**src/rtl/regfile_pkg.sv**
```systemverilog
// regfile_pkg: shared defaults and scrub state encoding for the multiport register file
package regfile_pkg;
  localparam int DATA_W_DEF = 6;
  localparam int ADDR_W_DEF = 6;
  localparam int DEPTH_DEF = 63;
  localparam int NUM_RD_DEF = 2;
  typedef enum logic {IDLE, CLEAR} scrub_state_e;
endpackage

```
**src/rtl/regfile_clr_seq.sv**
```systemverilog
// regfile_clr_seq: walks addresses 1..DEPTH zeroing one register per cycle
module regfile_clr_seq import regfile_pkg::*; #(
  parameter int ADDR_W = ADDR_W_DEF,
  parameter int DEPTH = DEPTH_DEF
) (
  input  logic              clk,
  input  logic              reset,
  input  logic              clr_req,
  output logic              clr_busy,
  output logic              clr_we,
  output logic [ADDR_W-1:0] clr_addr
);
  localparam logic [ADDR_W-1:0] LAST = ADDR_W'(DEPTH);
  localparam logic [ADDR_W-1:0] ONE = ADDR_W'(1);
  scrub_state_e state_q, state_d;
  logic [ADDR_W-1:0] ptr_q, ptr_d;
  always_comb begin
    state_d = state_q;
    ptr_d = ptr_q;
    if (state_q == IDLE && clr_req) begin
      state_d = CLEAR;
      ptr_d = ONE;
    end else if (state_q == CLEAR) begin
      state_d = (ptr_q == LAST) ? IDLE : CLEAR;
      ptr_d = (ptr_q == LAST) ? ptr_q : ptr_q + ONE;
    end
  end
  always_ff @(posedge clk or posedge reset) begin
    if (reset) begin
      state_q <= IDLE;
      ptr_q <= '0;
    end else begin
      state_q <= state_d;
      ptr_q <= ptr_d;
    end
  end
  assign clr_busy = state_q == CLEAR;
  assign clr_we = clr_busy;
  assign clr_addr = ptr_q;
endmodule

```
**src/rtl/regfile_multiport.sv**
```systemverilog
// regfile_multiport: 1W/NUM_RD-R register file with write-first bypass, range check and scrub
module regfile_multiport import regfile_pkg::*; #(
  parameter int DATA_W = DATA_W_DEF,
  parameter int ADDR_W = ADDR_W_DEF,
  parameter int DEPTH = DEPTH_DEF,
  parameter int NUM_RD = NUM_RD_DEF
) (
  input  logic                     clk,
  input  logic                     reset,
  input  logic                     wr_en,
  input  logic [ADDR_W-1:0]        wr_addr,
  input  logic [DATA_W-1:0]        wr_data,
  input  logic [NUM_RD*ADDR_W-1:0] rd_addr,
  output logic [NUM_RD*DATA_W-1:0] rd_data,
  input  logic                     clr_req,
  output logic                     clr_busy,
  output logic                     addr_err
);
  localparam logic [ADDR_W-1:0] LAST = ADDR_W'(DEPTH);
  logic [DATA_W-1:0] mem_q [1:DEPTH];
  logic [DATA_W-1:0] mem_d [1:DEPTH];
  logic clr_we, wr_oob, wr_ok, addr_err_q, addr_err_d;
  logic [ADDR_W-1:0] clr_addr;
  logic [NUM_RD-1:0] rd_oob;
  regfile_clr_seq #(.ADDR_W(ADDR_W), .DEPTH(DEPTH)) u_clr (
    .clk(clk), .reset(reset), .clr_req(clr_req),
    .clr_busy(clr_busy), .clr_we(clr_we), .clr_addr(clr_addr)
  );
  assign wr_oob = wr_en && wr_addr > LAST;
  // address 0 is a hardwired zero, so writes to it vanish silently
  assign wr_ok = wr_en && wr_addr != '0 && !wr_oob && !clr_busy;
  always_comb begin
    mem_d = mem_q;
    if (clr_we) mem_d[clr_addr] = '0;
    else if (wr_ok) mem_d[wr_addr] = wr_data;
  end
  assign addr_err_d = wr_oob | (|rd_oob);
  always_ff @(posedge clk or posedge reset) begin
    if (reset) begin
      mem_q <= '{default: '0};
      addr_err_q <= 1'b0;
    end else begin
      mem_q <= mem_d;
      addr_err_q <= addr_err_d;
    end
  end
  assign addr_err = addr_err_q;
  for (genvar k = 0; k < NUM_RD; k++) begin : g_rd
    logic [ADDR_W-1:0] a;
    logic [DATA_W-1:0] rd_q, rd_d;
    assign a = rd_addr[k*ADDR_W +: ADDR_W];
    assign rd_oob[k] = a > LAST;
    always_comb rd_d = (clr_busy || rd_oob[k] || a == '0) ? '0 :
                       (wr_ok && a == wr_addr) ? wr_data : mem_q[a];
    always_ff @(posedge clk or posedge reset) begin
      if (reset) rd_q <= '0;
      else rd_q <= rd_d;
    end
    assign rd_data[k*DATA_W +: DATA_W] = rd_q;
  end
endmodule
```
**config.mk**
```make
export PLATFORM = sky130hd
export DESIGN_NAME = regfile_multiport
export DESIGN_NICKNAME = d
export VERILOG_FILES = /design/src/rtl/regfile_pkg.sv /design/src/rtl/regfile_clr_seq.sv /design/src/rtl/regfile_multiport.sv
export SDC_FILE = /design/constraint.sdc
export NUM_CORES = 1
export LEC_CHECK = 0
export BUFFER_PORTS_ARGS = -buffer_cell sky130_fd_sc_hd__buf_2
export CORE_MARGIN = 2
export CORE_UTILIZATION = 48
export DETAILED_ROUTE_END_ITERATION = 12
export PLACE_DENSITY_LB_ADDON = 0.05
export SETUP_SLACK_MARGIN = 0.15
export SYNTH_ARGS = -nofsm -noshare
export SYNTH_HDL_FRONTEND = slang
export SYNTH_SLANG_ARGS = --single-unit
```
**constraint.sdc**
```tcl
create_clock -name clk -period 15.86 [get_ports clk]
set_clock_uncertainty 0.1 [all_clocks]
set_input_delay 0.793 -clock clk [delete_from_list [all_inputs] [get_ports clk]]
set_output_delay 0.793 -clock clk [all_outputs]
set_load 0.03 [all_outputs]
```
Word level (Yosys, flattened, before mapping):

Cells that the tools add are included.

* order comparisons: 9
* $add $sub $neg: 1
* reductions and logical operators: 22
* bitwise logic cells: 8
* eq/ne operators: 4
* muxes and demuxes: 23

Operators by type and width (number)
* $mux W378: 2
* $and A378 B378 Y378: 1
* $bwmux W378: 1
* $not A378 Y378: 1
* $mux W6: 13
* $bmux W6 S6: 2
* $demux W6 S6: 2
* $ge A7 B7 Y1 const B: 4
* $not A6 Y7: 4
* $gt A6 B6 Y1 const B: 3
* $lt A7 B1 Y1 const B: 2
* $eq A6 B6 Y1: 2
* $logic_not A6 Y1: 2
* $logic_and A1 B1 Y1: 9
* $add A6 B1 Y6 const B: 1
* $eq A6 B6 Y1 const B: 1
* $reduce_bool A6 Y1: 1
* $logic_or A1 B1 Y1: 4
* $reduce_bool A2 Y1: 2
* $mux W1: 3
* $logic_not A1 Y1: 2
* $ne A2 B1 Y1 const B: 1
* $reduce_and A2 Y1: 1
* $reduce_or A2 Y1: 1
* 2 further kinds: 2

* register bits after elaboration: 398
* logic and storage cells: 135
* output and inout port bits: 14
* input bits: 28

Depth between registers and ports, before layout:

* word-level depth: 8
* gate-level depth with buffers: 9
* mapped depth without buffers: 6

By module:

A second synthesis with hierarchy kept.

* cells, all modules: 1630
* area total of the unflattened synthesis: 21121.5 µm²

By module, submodules not included
* regfile_multiport: cells an instance 1593, area an instance 20759.9 µm², seq. area each 9784.4 µm², instances 1
* regfile_clr_seq: cells an instance 37, area an instance 361.6 µm², seq. area each 175.2 µm², instances 1

Worst setup path after synthesis:

OpenSTA, ideal clock, no wires.

* path type: input-to-reg
* start point: in rd_addr[0]
* end point: reg g_rd[0].rd_q[2]
* library setup time: 0.140 ns
* arrival: 2.345 ns
* buffers on the path: 3
* cell stages on the path: 8
* data required time: 15.620 ns
* path slack: 13.275 ns
* path through: buf_2 buf_4 buf_2 mux4_2 a22oi_1 nand4_1 o311ai_0 a31oi_1

* longest elaborated chain between the ends: 6
* elaborated cells between the ends (all ways): 12
* those cells by class: order compare: 1; eq/ne: 1; mux: 5; bitwise: 1; reduce/logical: 4

Ends and longest elaborated chain
* from (decl): RTL line regfile_multiport.sv:13 `input logic [NUM_RD*ADDR_W-1:0] rd_addr,`
* $not A6 Y7 (not written as such): RTL line regfile_multiport.sv:54 `(wr_ok && a == wr_addr) ? wr_data : mem_q[a];`
* $bmux W6 S6: RTL line regfile_multiport.sv:54
* $mux W6 (not written as such) (2 in a row): RTL line regfile_multiport.sv:54
* $mux W6: RTL line regfile_multiport.sv:54
* $mux W6 (*): RTL line regfile_multiport.sv:53 `always_comb rd_d = (clr_busy || rd_oob[k] || a == '0) ? '0 :`
* net g_rd[0].rd_d[2]: RTL line regfile_multiport.sv:50 `logic [DATA_W-1:0] rd_q, rd_d;`
* to (signal assigned): RTL line regfile_multiport.sv:57 `else rd_q <= rd_d;`
* to (decl): RTL line regfile_multiport.sv:50

The timed path passes the listed nets; every way through them passes the cells marked *. The select of a mux whose other input is x is not followed.
A chain may end at the register's enable or synchronous reset.

Worst setup path in the final report:

* start point: in rd_addr[1]
* end point: reg g_rd[0].rd_q[2]

The elaborated chain is that of the path after synthesis.

==> results by group <==
STA
  • Final setup viols: 0
  • Hold_ws: 295 ps
  • Slew HR: 8.08%
  • Tmin final: 3760 ps
  • Max-slew violation total from the final report: 0
  • Crit share post-route: 23.7%
  • RSZ-0062 raised after global routing: false
  • Worst-Margin Slew: 1370 ps
  • Fin. Hold Viols: 0
  • Maximum clock rate: 0.266 GHz
  • TNS Setup: 0 ps

Floorplanning
  • DIE WIDTH: 214 um
  • Num ports: 42
  • Die area: 0.0457 mm2
  • CORE AREA: 0.0433 mm2
  • Site Rows: 76
  • Height of the die: 214 um
  • Starting Density: 48.8%

Synth
  • Synth Cell Area: 0.0211 mm2
  • Mux cell area share after synthesis: 20.2%
  • Post-synthesis sequential area ratio: 47.2%
  • Post-synth top area cell: dfrtp_1
  • Post-synth EDFFs: 0
  • Xor/xnor share of the synthesized area: 0.581%
  • Netlist cell types: 51
  • Syn_nets: 1686
  • Yosys top cell area share: 47.2%
  • Largest family of logic cells by synthesized area: compound AO/OA/AOI/OAI gates
  • Syn. warnings: 0
  • Post-synthesis simple-gate area fraction: 6.81%
  • Synth Area in Adders: 0.0593%
  • Post-synthesis compound-gate area fraction: 22.0%
  • Synth Instances: 1657
  • Mapped Avg Cell Area: 12.7 um2
  • Top_reg_cell synth: dfrtp_1
  • FFs w/ async S/R, synth: 100%
  • Top area cells in the synthesized netlist: dfrtp_1 47%, mux4_2 17%, a22o_1 16%, mux2_2 2.0%, nor2_1 1.9%
  • Yosys reg bits: 398

Clock network
  • CTS resizes: 0
  • Post-CTS Setup Bufs: 0
  • H-tree depth: 2
  • TritonCTS sink count: 398
  • Root Buffer: clkbuf_16
  • Clock Latency Late Sink: 590 ps
  • Cts bufs inserted: 44
  • Hold_buf cts: 0
  • CTS tree: done
  • CTS Buffer Depth: 3
  • Clock Pin Slew Worst Setup and Hold Paths: 60 ps

Critical path
  • RR Endpoint: mem_q[70]$_DFFE_PP0P_
  • Crit path max fanout: 51
  • R2R cell count: 5
  • Crit. End Element: register
  • Crit. Startpoint: rd_addr[1]
  • Worst setup path end: g_rd[0].rd_q[2]$_DFF_PP0_
  • Worst EP required: 16160 ps
  • R2R Setup Slk: 12880 ps
  • Worst r2r src: u_clr.clr_busy$_DFF_PP0_
  • WP data arrival: 4060 ps
  • Setup crit start kind: input port
  • Crit Path Category: input port to register

Place
  • Hpwl dp: 47200 um
  • GP Congestion: 0.958
  • Port bufs: 41

Detailed routing
  • DR WL/cell: 32.1 um
  • Drt total wl: 72500 um
  • Via count: 16100
  • Drt pass-1 iters: 8
  • Initial DRC count: 1996
  • Antenna-violating nets left: 0
  • Vias per cell: 7.15
  • Post-route DRC violation count: 0

Global routing
  • Largest net degree at the start of global routing: 128
  • Vias in the first global route: 15800
  • All-Layer GR Usage: 32.9%
  • First-pass GRT wire length: 109000 um
  • Antenna violations before repair: 4
  • Grt total ovfl: 0

Status
  • Status: complete, no violations

Power
  • Leakage: 10.0 nW
  • Max rail drop VDD: 0.109 mV
  • Pwr/cell area: 117 mW/mm2

Final layout
  • Commonest non-fill, non-tap cell in the layout: dfrtp_1
  • Commonest cells after routing, fill and taps aside: 398 x dfrtp_1, 380 x a22o_1, 155 x mux4_2
  • Final #Nets: 1664
  • Fraction of layout cells with a size suffix above 1: 20.8%
  • P&R area growth vs syn: 9.86%
  • Fillers: 3703

Job
  • Max cap viols: 0

Worst hold path
  • Hold/Removal Path Class: input port to asynchronous set/reset pin
==> worst min-delay path by stage <==
stage	startpoint	to	slack [ps]
floorplan	mem_q[188]$_DFFE_PP0P_	mem_q[188]$_DFFE_PP0P_	380
global placement	mem_q[356]$_DFFE_PP0P_	mem_q[356]$_DFFE_PP0P_	400
detailed placement	mem_q[271]$_DFFE_PP0P_	mem_q[271]$_DFFE_PP0P_	400
CTS	reset	mem_q[365]$_DFFE_PP0P_	340
global route	reset	mem_q[365]$_DFFE_PP0P_	390
finish	reset	mem_q[361]$_DFFE_PP0P_	300
==> critical path: stages <==
cell      delay (ps)
buf_4            400
buf_4            730
mux4_2           590
nor2b_1          140
nor4_1           110
o311ai_0        1030
a31oi_1          200
==> stage by stage <==
| step | cells | setup WS [ps] | cell area, um2 | utilization, % | power [mW] |
|---|---|---|---|---|---|
| after floorplan | 1657 | 3900 | 21100 | - | 1.45 |
| after global placement | 2174 | 11590 | 21600 | 50.0 | 1.61 |
| after detailed placement | 2174 | 11550 | 21600 | 50.0 | 1.62 |
| after CTS | 2256 | 12170 | 23200 | 53.6 | 2.72 |
| after global routing | 2256 | 11920 | 23200 | 53.6 | 2.81 |
| final | 2257 | 12100 | 23200 | 53.6 | 2.72 |
==> synth_stat cells, types with 8 or more instances <==
master	instances
dfrtp_1	398
a22o_1	380
mux4_2	155
nor2_1	109
clkbuf_1	77
a21oi_1	69
mux2_2	38
a22oi_1	37
mux2i_1	35
o21ai_0	33
nor2b_1	32
o22ai_1	30
buf_2	28
nand2_1	25
nor3_1	25
nand3_1	19
a211oi_1	13
buf_4	13
a221oi_1	12
a31oi_1	12
buf_1	11
nand2b_1	11
or3_1	10
xor2_1	10
nor4_1	9
inv_1	8
==> layout make-up <==
class / instances / area (um2) / share of cell area, %
clock inverters: 22 / 307 / 1.32
multi-input cells: 1117 / 10500 / 45.3
clock buffers: 60 / 1230 / 5.32
flip-flops and latches: 398 / 9960 / 43.0
repair buffers: 66 / 410 / 1.77
diodes: 1 / 2.50 / 0.0108
inverters: 8 / 37.5 / 0.162
well taps: 585 / 732 / 3.16
==> sequential cells by signal (all words and copies together) (netlist names) <==
register / count
mem_q: 378
g_rd.rd_q: 12
u_clr.clr_addr: 6
addr_err: 1
u_clr.clr_busy: 1
==> logic make-up after synthesis <==
| logic type | after synthesis |
|---|---|
| AOI/OAI and AO/OA | 594 |
| DFF | 398 |
| and+or+nand+nor | 279 |
| muxes | 228 |
| buffers and inverters | 142 |
| xor gates and xnor gates | 14 |
| adders and majority gates | 1 |
| other | 1 |
==> per-layer routing <==
layer	track usage (%)	vias to the layer above	part of all wire (%)
met3	6.97	173	9.1
met2	48.3	813	44
met1	47.8	8472	43
li1	-	6671	-
met4	13.3	6	4.3
met5	0	-	0.047
==> power by group <==
group	internal, mW	total [mW]	switching (mW)
logic	0.166	0.446	0.280
registers	1.09	1.17	0.0818
clock network	0.661	1.11	0.445
total	1.91	2.72	0.807
Note: power is estimated with default switching activity, not from simulation.
